## src/rtl/hazard_ctrl_unit_if.sv

```systemverilog
// Hazard unit bus: pipeline-side instruction/status signals and the
// hazard unit's forward/stall/flush responses.
interface hazard_ctrl_unit_if #(
    parameter int XLEN = 32
);
    logic [XLEN-1:0] instr_de;
    logic [XLEN-1:0] instr_mw;
    logic            reg_write_mw;
    logic            br_taken;
    logic            is_mret_mw;
    logic [1:0]      interrupt;
    logic [1:0]      fwd_a;
    logic [1:0]      fwd_b;
    logic            stall_if;
    logic            stall_de;
    logic            bubble_mw;
    logic            flush_de;
    logic            flush_mw;
    logic            busy;

    // Pipeline side: drives stage contents, consumes hazard decisions.
    modport master (
        output instr_de, instr_mw, reg_write_mw, br_taken, is_mret_mw, interrupt,
        input  fwd_a, fwd_b, stall_if, stall_de, bubble_mw, flush_de, flush_mw, busy
    );

    // Hazard unit side.
    modport slave (
        input  instr_de, instr_mw, reg_write_mw, br_taken, is_mret_mw, interrupt,
        output fwd_a, fwd_b, stall_if, stall_de, bubble_mw, flush_de, flush_mw, busy
    );
endinterface

```

## src/rtl/hazard_ctrl_unit.sv

```systemverilog
// Pipeline hazard controller between DE and MW stages: per-operand
// forwarding (MW result or writeback-hold register), multi-cycle load-use
// stalls and multi-cycle interrupt/mret flush sequencing.
module hazard_ctrl_unit #(
    parameter int XLEN         = 32,
    parameter int REG_AW       = 5,
    parameter int LOAD_STALL   = 1,
    parameter int FLUSH_CYCLES = 2
) (
    input logic              clk,
    input logic              rst,
    hazard_ctrl_unit_if.slave hz
);

    localparam logic [6:0] OP_LUI    = 7'b0110111;
    localparam logic [6:0] OP_AUIPC  = 7'b0010111;
    localparam logic [6:0] OP_JAL    = 7'b1101111;
    localparam logic [6:0] OP_REG    = 7'b0110011;
    localparam logic [6:0] OP_STORE  = 7'b0100011;
    localparam logic [6:0] OP_BRANCH = 7'b1100011;
    localparam logic [6:0] OP_LOAD   = 7'b0000011;

    localparam logic [2:0] LS_RELOAD = 3'(LOAD_STALL - 1);
    localparam logic [2:0] FL_RELOAD = 3'(FLUSH_CYCLES - 1);

    typedef enum logic [1:0] {
        RUN      = 2'd0,
        LD_STALL = 2'd1,
        FLUSH    = 2'd2
    } state_t;

    state_t            state;
    state_t            state_n;
    logic [2:0]        cnt;
    logic [2:0]        cnt_n;

    logic [REG_AW-1:0] hold_rd;
    logic              hold_we;

    logic [6:0]        op_de;
    logic [6:0]        op_mw;
    logic [REG_AW-1:0] rs1;
    logic [REG_AW-1:0] rs2;
    logic [REG_AW-1:0] rd_mw;
    logic              rs1_used;
    logic              rs2_used;
    logic              mw_wr;
    logic              mw_load;
    logic              load_use;
    logic              evt;
    logic [1:0]        fwd_a_c;
    logic [1:0]        fwd_b_c;

    logic [1:0]        fwd_a_o;
    logic [1:0]        fwd_b_o;
    logic              stall_o;
    logic              flush_de_o;
    logic              flush_mw_o;

    logic              unused_bits;
    assign unused_bits = ^{hz.instr_de, hz.instr_mw};

    // Field extraction and register-usage decode for both stages.
    always_comb begin
        op_de    = hz.instr_de[6:0];
        op_mw    = hz.instr_mw[6:0];
        rs1      = hz.instr_de[15 +: REG_AW];
        rs2      = hz.instr_de[20 +: REG_AW];
        rd_mw    = hz.instr_mw[7 +: REG_AW];
        rs1_used = !((op_de == OP_LUI) || (op_de == OP_AUIPC) || (op_de == OP_JAL));
        rs2_used = (op_de == OP_REG) || (op_de == OP_STORE) || (op_de == OP_BRANCH);
        mw_wr    = hz.reg_write_mw && (rd_mw != '0) &&
                   (op_mw != OP_STORE) && (op_mw != OP_BRANCH);
        mw_load  = (op_mw == OP_LOAD);
        load_use = mw_load && mw_wr &&
                   ((rs1_used && (rd_mw == rs1)) || (rs2_used && (rd_mw == rs2)));
        evt      = (hz.interrupt == 2'b01) || hz.is_mret_mw;
    end

    // Forward selects per operand; the MW result outranks the hold register.
    always_comb begin
        fwd_a_c = 2'b00;
        fwd_b_c = 2'b00;
        if (rs1_used && mw_wr && !mw_load && (rd_mw == rs1))
            fwd_a_c = 2'b01;
        else if (rs1_used && hold_we && (hold_rd == rs1) && (rs1 != '0))
            fwd_a_c = 2'b10;
        if (rs2_used && mw_wr && !mw_load && (rd_mw == rs2))
            fwd_b_c = 2'b01;
        else if (rs2_used && hold_we && (hold_rd == rs2) && (rs2 != '0))
            fwd_b_c = 2'b10;
    end

    // Next-state and output decode; the counter holds cycles remaining after
    // the current one, so a state is left on the edge where it would reach 0.
    always_comb begin
        state_n    = state;
        cnt_n      = cnt;
        fwd_a_o    = 2'b00;
        fwd_b_o    = 2'b00;
        stall_o    = 1'b0;
        flush_de_o = 1'b0;
        flush_mw_o = 1'b0;
        if (!rst) begin
            case (state)
                RUN: begin
                    if (evt) begin
                        flush_de_o = 1'b1;
                        flush_mw_o = 1'b1;
                        if (FLUSH_CYCLES > 1) begin
                            state_n = FLUSH;
                            cnt_n   = FL_RELOAD;
                        end
                    end else if (hz.br_taken) begin
                        flush_de_o = 1'b1;
                        fwd_a_o    = fwd_a_c;
                        fwd_b_o    = fwd_b_c;
                    end else if (load_use) begin
                        stall_o = 1'b1;
                        if (LOAD_STALL > 1) begin
                            state_n = LD_STALL;
                            cnt_n   = LS_RELOAD;
                        end
                    end else begin
                        fwd_a_o = fwd_a_c;
                        fwd_b_o = fwd_b_c;
                    end
                end
                LD_STALL: begin
                    if (evt) begin
                        flush_de_o = 1'b1;
                        flush_mw_o = 1'b1;
                        if (FLUSH_CYCLES > 1) begin
                            state_n = FLUSH;
                            cnt_n   = FL_RELOAD;
                        end else begin
                            state_n = RUN;
                            cnt_n   = '0;
                        end
                    end else begin
                        stall_o = 1'b1;
                        cnt_n   = cnt - 3'd1;
                        if (cnt <= 3'd1) begin
                            state_n = RUN;
                            cnt_n   = '0;
                        end
                    end
                end
                FLUSH: begin
                    flush_de_o = 1'b1;
                    flush_mw_o = 1'b1;
                    if (evt && (FLUSH_CYCLES > 1)) begin
                        cnt_n = FL_RELOAD;
                    end else begin
                        cnt_n = cnt - 3'd1;
                        if (evt || (cnt <= 3'd1)) begin
                            state_n = RUN;
                            cnt_n   = '0;
                        end
                    end
                end
                default: begin
                    state_n = RUN;
                    cnt_n   = '0;
                end
            endcase
        end
    end

    // FSM state and cycle counter.
    always_ff @(posedge clk or posedge rst) begin
        if (rst) begin
            state <= RUN;
            cnt   <= '0;
        end else begin
            state <= state_n;
            cnt   <= cnt_n;
        end
    end

    // Writeback-hold register: tracks the last MW destination, frozen while
    // stalled so the load's rd survives until the consumer resumes.
    always_ff @(posedge clk or posedge rst) begin
        if (rst) begin
            hold_rd <= '0;
            hold_we <= 1'b0;
        end else if (flush_mw_o) begin
            hold_rd <= '0;
            hold_we <= 1'b0;
        end else if (state != LD_STALL) begin
            hold_rd <= rd_mw;
            hold_we <= mw_wr;
        end
    end

    assign hz.fwd_a     = fwd_a_o;
    assign hz.fwd_b     = fwd_b_o;
    assign hz.stall_if  = stall_o;
    assign hz.stall_de  = stall_o;
    assign hz.bubble_mw = stall_o;
    assign hz.flush_de  = flush_de_o;
    assign hz.flush_mw  = flush_mw_o;
    assign hz.busy      = !rst && (state != RUN);

endmodule

```

## src/flat_wrapper.sv

```systemverilog
// flat-port wrapper written by rule: the top's interface ports become plain ports
module hazard_ctrl_unit_flat 
#(
    parameter int XLEN         = 32,
    parameter int REG_AW       = 5,
    parameter int LOAD_STALL   = 1,
    parameter int FLUSH_CYCLES = 2
)
  (clk, rst, hz_instr_de, hz_instr_mw, hz_reg_write_mw, hz_br_taken, hz_is_mret_mw, hz_interrupt, hz_fwd_a, hz_fwd_b, hz_stall_if, hz_stall_de, hz_bubble_mw, hz_flush_de, hz_flush_mw, hz_busy);
  hazard_ctrl_unit_if #(.XLEN(XLEN)) hz_i ();
  input logic clk;
  input logic rst;
  input wire logic [$bits(hz_i.instr_de)-1:0] hz_instr_de;
  input wire logic [$bits(hz_i.instr_mw)-1:0] hz_instr_mw;
  input wire logic [$bits(hz_i.reg_write_mw)-1:0] hz_reg_write_mw;
  input wire logic [$bits(hz_i.br_taken)-1:0] hz_br_taken;
  input wire logic [$bits(hz_i.is_mret_mw)-1:0] hz_is_mret_mw;
  input wire logic [$bits(hz_i.interrupt)-1:0] hz_interrupt;
  output wire logic [$bits(hz_i.fwd_a)-1:0] hz_fwd_a;
  output wire logic [$bits(hz_i.fwd_b)-1:0] hz_fwd_b;
  output wire logic [$bits(hz_i.stall_if)-1:0] hz_stall_if;
  output wire logic [$bits(hz_i.stall_de)-1:0] hz_stall_de;
  output wire logic [$bits(hz_i.bubble_mw)-1:0] hz_bubble_mw;
  output wire logic [$bits(hz_i.flush_de)-1:0] hz_flush_de;
  output wire logic [$bits(hz_i.flush_mw)-1:0] hz_flush_mw;
  output wire logic [$bits(hz_i.busy)-1:0] hz_busy;
  assign hz_i.instr_de = hz_instr_de;
  assign hz_i.instr_mw = hz_instr_mw;
  assign hz_i.reg_write_mw = hz_reg_write_mw;
  assign hz_i.br_taken = hz_br_taken;
  assign hz_i.is_mret_mw = hz_is_mret_mw;
  assign hz_i.interrupt = hz_interrupt;
  assign hz_fwd_a = hz_i.fwd_a;
  assign hz_fwd_b = hz_i.fwd_b;
  assign hz_stall_if = hz_i.stall_if;
  assign hz_stall_de = hz_i.stall_de;
  assign hz_bubble_mw = hz_i.bubble_mw;
  assign hz_flush_de = hz_i.flush_de;
  assign hz_flush_mw = hz_i.flush_mw;
  assign hz_busy = hz_i.busy;
  hazard_ctrl_unit #(.XLEN(XLEN), .REG_AW(REG_AW), .LOAD_STALL(LOAD_STALL), .FLUSH_CYCLES(FLUSH_CYCLES)) u_core (.clk(clk), .rst(rst), .hz(hz_i));
endmodule
```

## config.mk

```make
export PLATFORM = sky130hd
export DESIGN_NAME = hazard_ctrl_unit_flat
export DESIGN_NICKNAME = d
export VERILOG_FILES = /design/src/rtl/hazard_ctrl_unit_if.sv /design/src/rtl/hazard_ctrl_unit.sv /design/src/flat_wrapper.sv
export SDC_FILE = /design/constraint.sdc
export NUM_CORES = 1
export LEC_CHECK = 0
export CAP_MARGIN = 20
export CORE_MARGIN = 1
export CORE_UTILIZATION = 31
export DETAILED_ROUTE_END_ITERATION = 7
export PLACE_DENSITY = 0.79
export SLEW_MARGIN = 20
export SYNTH_ARGS = -nofsm -noshare
export SYNTH_HDL_FRONTEND = slang
export SYNTH_SLANG_ARGS = --single-unit
```

## constraint.sdc

```tcl
create_clock -name clk -period 2.2 [get_ports clk]
set_clock_uncertainty 0.1 [all_clocks]
set_input_delay 0.44 -clock clk [delete_from_list [all_inputs] [get_ports clk]]
set_output_delay 0.44 -clock clk [all_outputs]
set_load 0.02 [all_outputs]
```

==> out/results.tsv <==
stage	metric	value	unit
synth	flops & latches, synth	10	
synth	Synth cell types	40	
clocking	CTS tree	yes	
placed_design	Detail Placement HPWL	2.32	mm
final_layout	area grow syn2layout	90.3	%
synth	Syn Area/Cell	8.77	µm²
route	vias per std cell	5.25	
sta	fin crit period	2.40	ns
sta	final setup fails	7	
critical_path	Setup CP Type	in -> out	
floorplanning	initial cell density of the core	32.7	%
synth	Primary FF master, synth	dfrtp_1	
clocking	Reg clk slew, reported paths	0.06	ns
sta	final hold vios	0	
sta	setup slack after layout	-0.196	ns
sta	WHS	0.396	ns
pwr	Worst VDD drop	415	µV
pwr	power per cell area	379	nW/µm²
placed_design	I/O Buffers	45	
route	Routed Antenna Nets	0	
route	DRT Wirelength	3.17	mm
global_routing	GR Overflow Total	0	
synth	Mapped Cells	102	
route	DR iter-0 viols	31	
critical_path	CP max FO	3	
global_routing	largest net degree at the start of global routing	11	
critical_path	Worst setup SP type	primary input	
route	WL per Instance	15.2	µm
global_routing	initial antenna violation count	0	
pwr	Tot Pwr	645	µW
clocking	Clock Latency Late Sink	0.26	ns
floorplanning	# IOs	81	
floorplanning	Placeable Area	2730	µm²
sta	worst slew pin tran	0.401	ns
outcome	failing checks	setup timing	
synth	Ys Warns	0	
final_layout	nets	251	
final_layout	share of layout cells above drive strength 1	41.2	%
floorplanning	Die Ht	55.7	µm
global_routing	Total Routing Usage GR	20.6	%
floorplanning	width of the die	55.7	µm
global_routing	vias in the first global route	1139	
min_path	HP Class	reg -> reg	
synth	post-synthesis net count	175	
floorplanning	die area	3100	µm²
synth	area of the mapped netlist	895	µm²
outcome	outcome	complete, but fails checks	
job	max_cap viols	0	
synth	Post-synth EDFFs	0	
route	drt drc	0	
route	via count	1091	
floorplanning	standard-cell rows	19	
clocking	Inserted Clock Buffers	3	
sta	worst relative slew slack	72.9	%
critical_path	endpoint type of the worst setup path	output port	
clocking	Clock Sink Count	10	
synth	post-synthesis sequential area ratio	28.0	%
sta	final worst-path cycle share	109	%
sta	RSZ-0062 raised after global routing	true	
placed_design	pre-CTS WS	-0.968	ns
sta	fmax	417	MHz
global_routing	first-pass GRT wire length	5.13	mm
final_layout	ant diodes	0	
clocking	H-tree lvl count	1	
synth	ys async rst share	100	%
critical_path	Crit path arrival time	1.86	ns
placed_design	routability cong.	0.855	
clocking	Clock Tree Root	clkbuf_4	
sta	max-slew violations	0	
pwr	Leak Pwr	0.823	nW
critical_path	worst endpoint required time	1.66	ns
clocking	Clock Path Buffers	2	
route	TritonRoute pass-1 iters	4	
[worst paths after layout]
kind                       cells after the start             to  slack [ns]       startpoint
max                                            7    hz_fwd_a[1]       -0.20  hz_instr_de[17]
max reg2reg                                    5  u_core.cnt[1]        0.73    u_core.cnt[1]
min in group asynchronous                      4  u_core.cnt[0]        0.58              rst
max in group asynchronous                      4  u_core.cnt[2]        1.28              rst
min                                            1  u_core.cnt[2]        0.40    u_core.cnt[2]
min reg2reg                                    1  u_core.cnt[2]        0.40    u_core.cnt[2]
[area by class of cell]
type / count / area, µm²
tap: 31 / 38.8
fill: 226 / 1030
multi-input combinational: 82 / 708
timing repair buffer: 75 / 647
sequential: 10 / 250
clock buffer: 4 / 36.3
inverter: 6 / 22.5
[registers in the layout, indices dropped and copies added, names as in the netlist]
name / cells
u_core.cnt: 3
u_core.state: 1
u_core.hold_rd: 5
u_core.hold_we: 1
[stage by stage]
| step | std cells | setup TNS [ns] | instance area, µm² | util [%] |
|---|---|---|---|---|
| 2_1_floorplan | 102 | -0.0363 | 936 | - |
| 3_3_place_gp | 198 | -6.97 | 1580 | 57.9 |
| 3_5_place_dp | 198 | -7.33 | 1580 | 57.9 |
| 4_1_cts | 204 | -0.808 | 1670 | 60.9 |
| 5_1_grt | 208 | -1.51 | 1700 | 62.3 |
| 6_report | 208 | -1.20 | 1700 | 62.3 |
[timing repair]
item / in CTS / in global routing
gates resized for setup: 105 / 20
setup endpoints to repair: 10 / 9
pin swaps: 19 / 13
hold buffers: 0 / 0
setup buffers: 2 / 4
[Yosys cell counts (all sizes together) (3+ instances only)]
cell type   n  area [µm²]
nor2        6        22.5
xor2        7        61.3
a21o        3        22.5
nor3        4        20.0
xnor2      12         105
o21ai       4        31.3
inv         6        22.5
nand2       5        18.8
dfrtp      10         250
nor2b       5        31.3
a21oi       5        25.0
[cell usage in the layout (no fill, tap or decap), drive strengths merged, types with 3 or more instances in the layout]
master         netlist  final
a21o                 3      3
a21oi                5      5
buf                  2     43
clkbuf               2      8
clkdlybuf4s15        0      4
clkdlybuf4s50        0      4
dfrtp               10     10
dlygate4sd2          0     16
dlymetal6s2s         0      4
inv                  6      6
nand2                5      5
nor2                 6      6
nor2b                5      5
nor3                 4      4
o21ai                4      4
xnor2               12     12
xor2                 7      7
[layer usage]
layer,routed length [µm],vias up,global-route usage (%),part of all wire (%)
li1,-,521,-,-
met1,1300,524,24.2,41
met2,1630,42,37.5,52
met3,188,4,4.19,5.9
met4,45,0,6.43,1.4
met5,0,-,0,0
[critical path, cell delays in order]
cell           delay (ns)
dlygate4sd2_1        0.28
or4_1                0.53
o2111ai_2            0.19
nor3_2               0.07
nand4_1              0.13
a21oi_2              0.04
buf_4                0.16
[report_power, final]
part           leakage [nW]  internal, mW  total [mW]  switching [mW]
registers             0.126         0.201       0.215          0.0140
logic                 0.676         0.138       0.268           0.131
clock network        0.0210         0.100       0.162          0.0612
total                 0.823         0.439       0.645           0.206
[cells by family (layout without fill, tap and decap cells)]
group,count (synthesis),count (layout),share of synthesized area [%]
fa+ha+maj,2,2,2.80
buf+inv,10,85,5.03
simple gates,36,36,24.9
compound gates,25,25,20.7
flops,10,10,28.0
xor+xnor,19,19,18.6
Power figures use the tool's default switching activity.
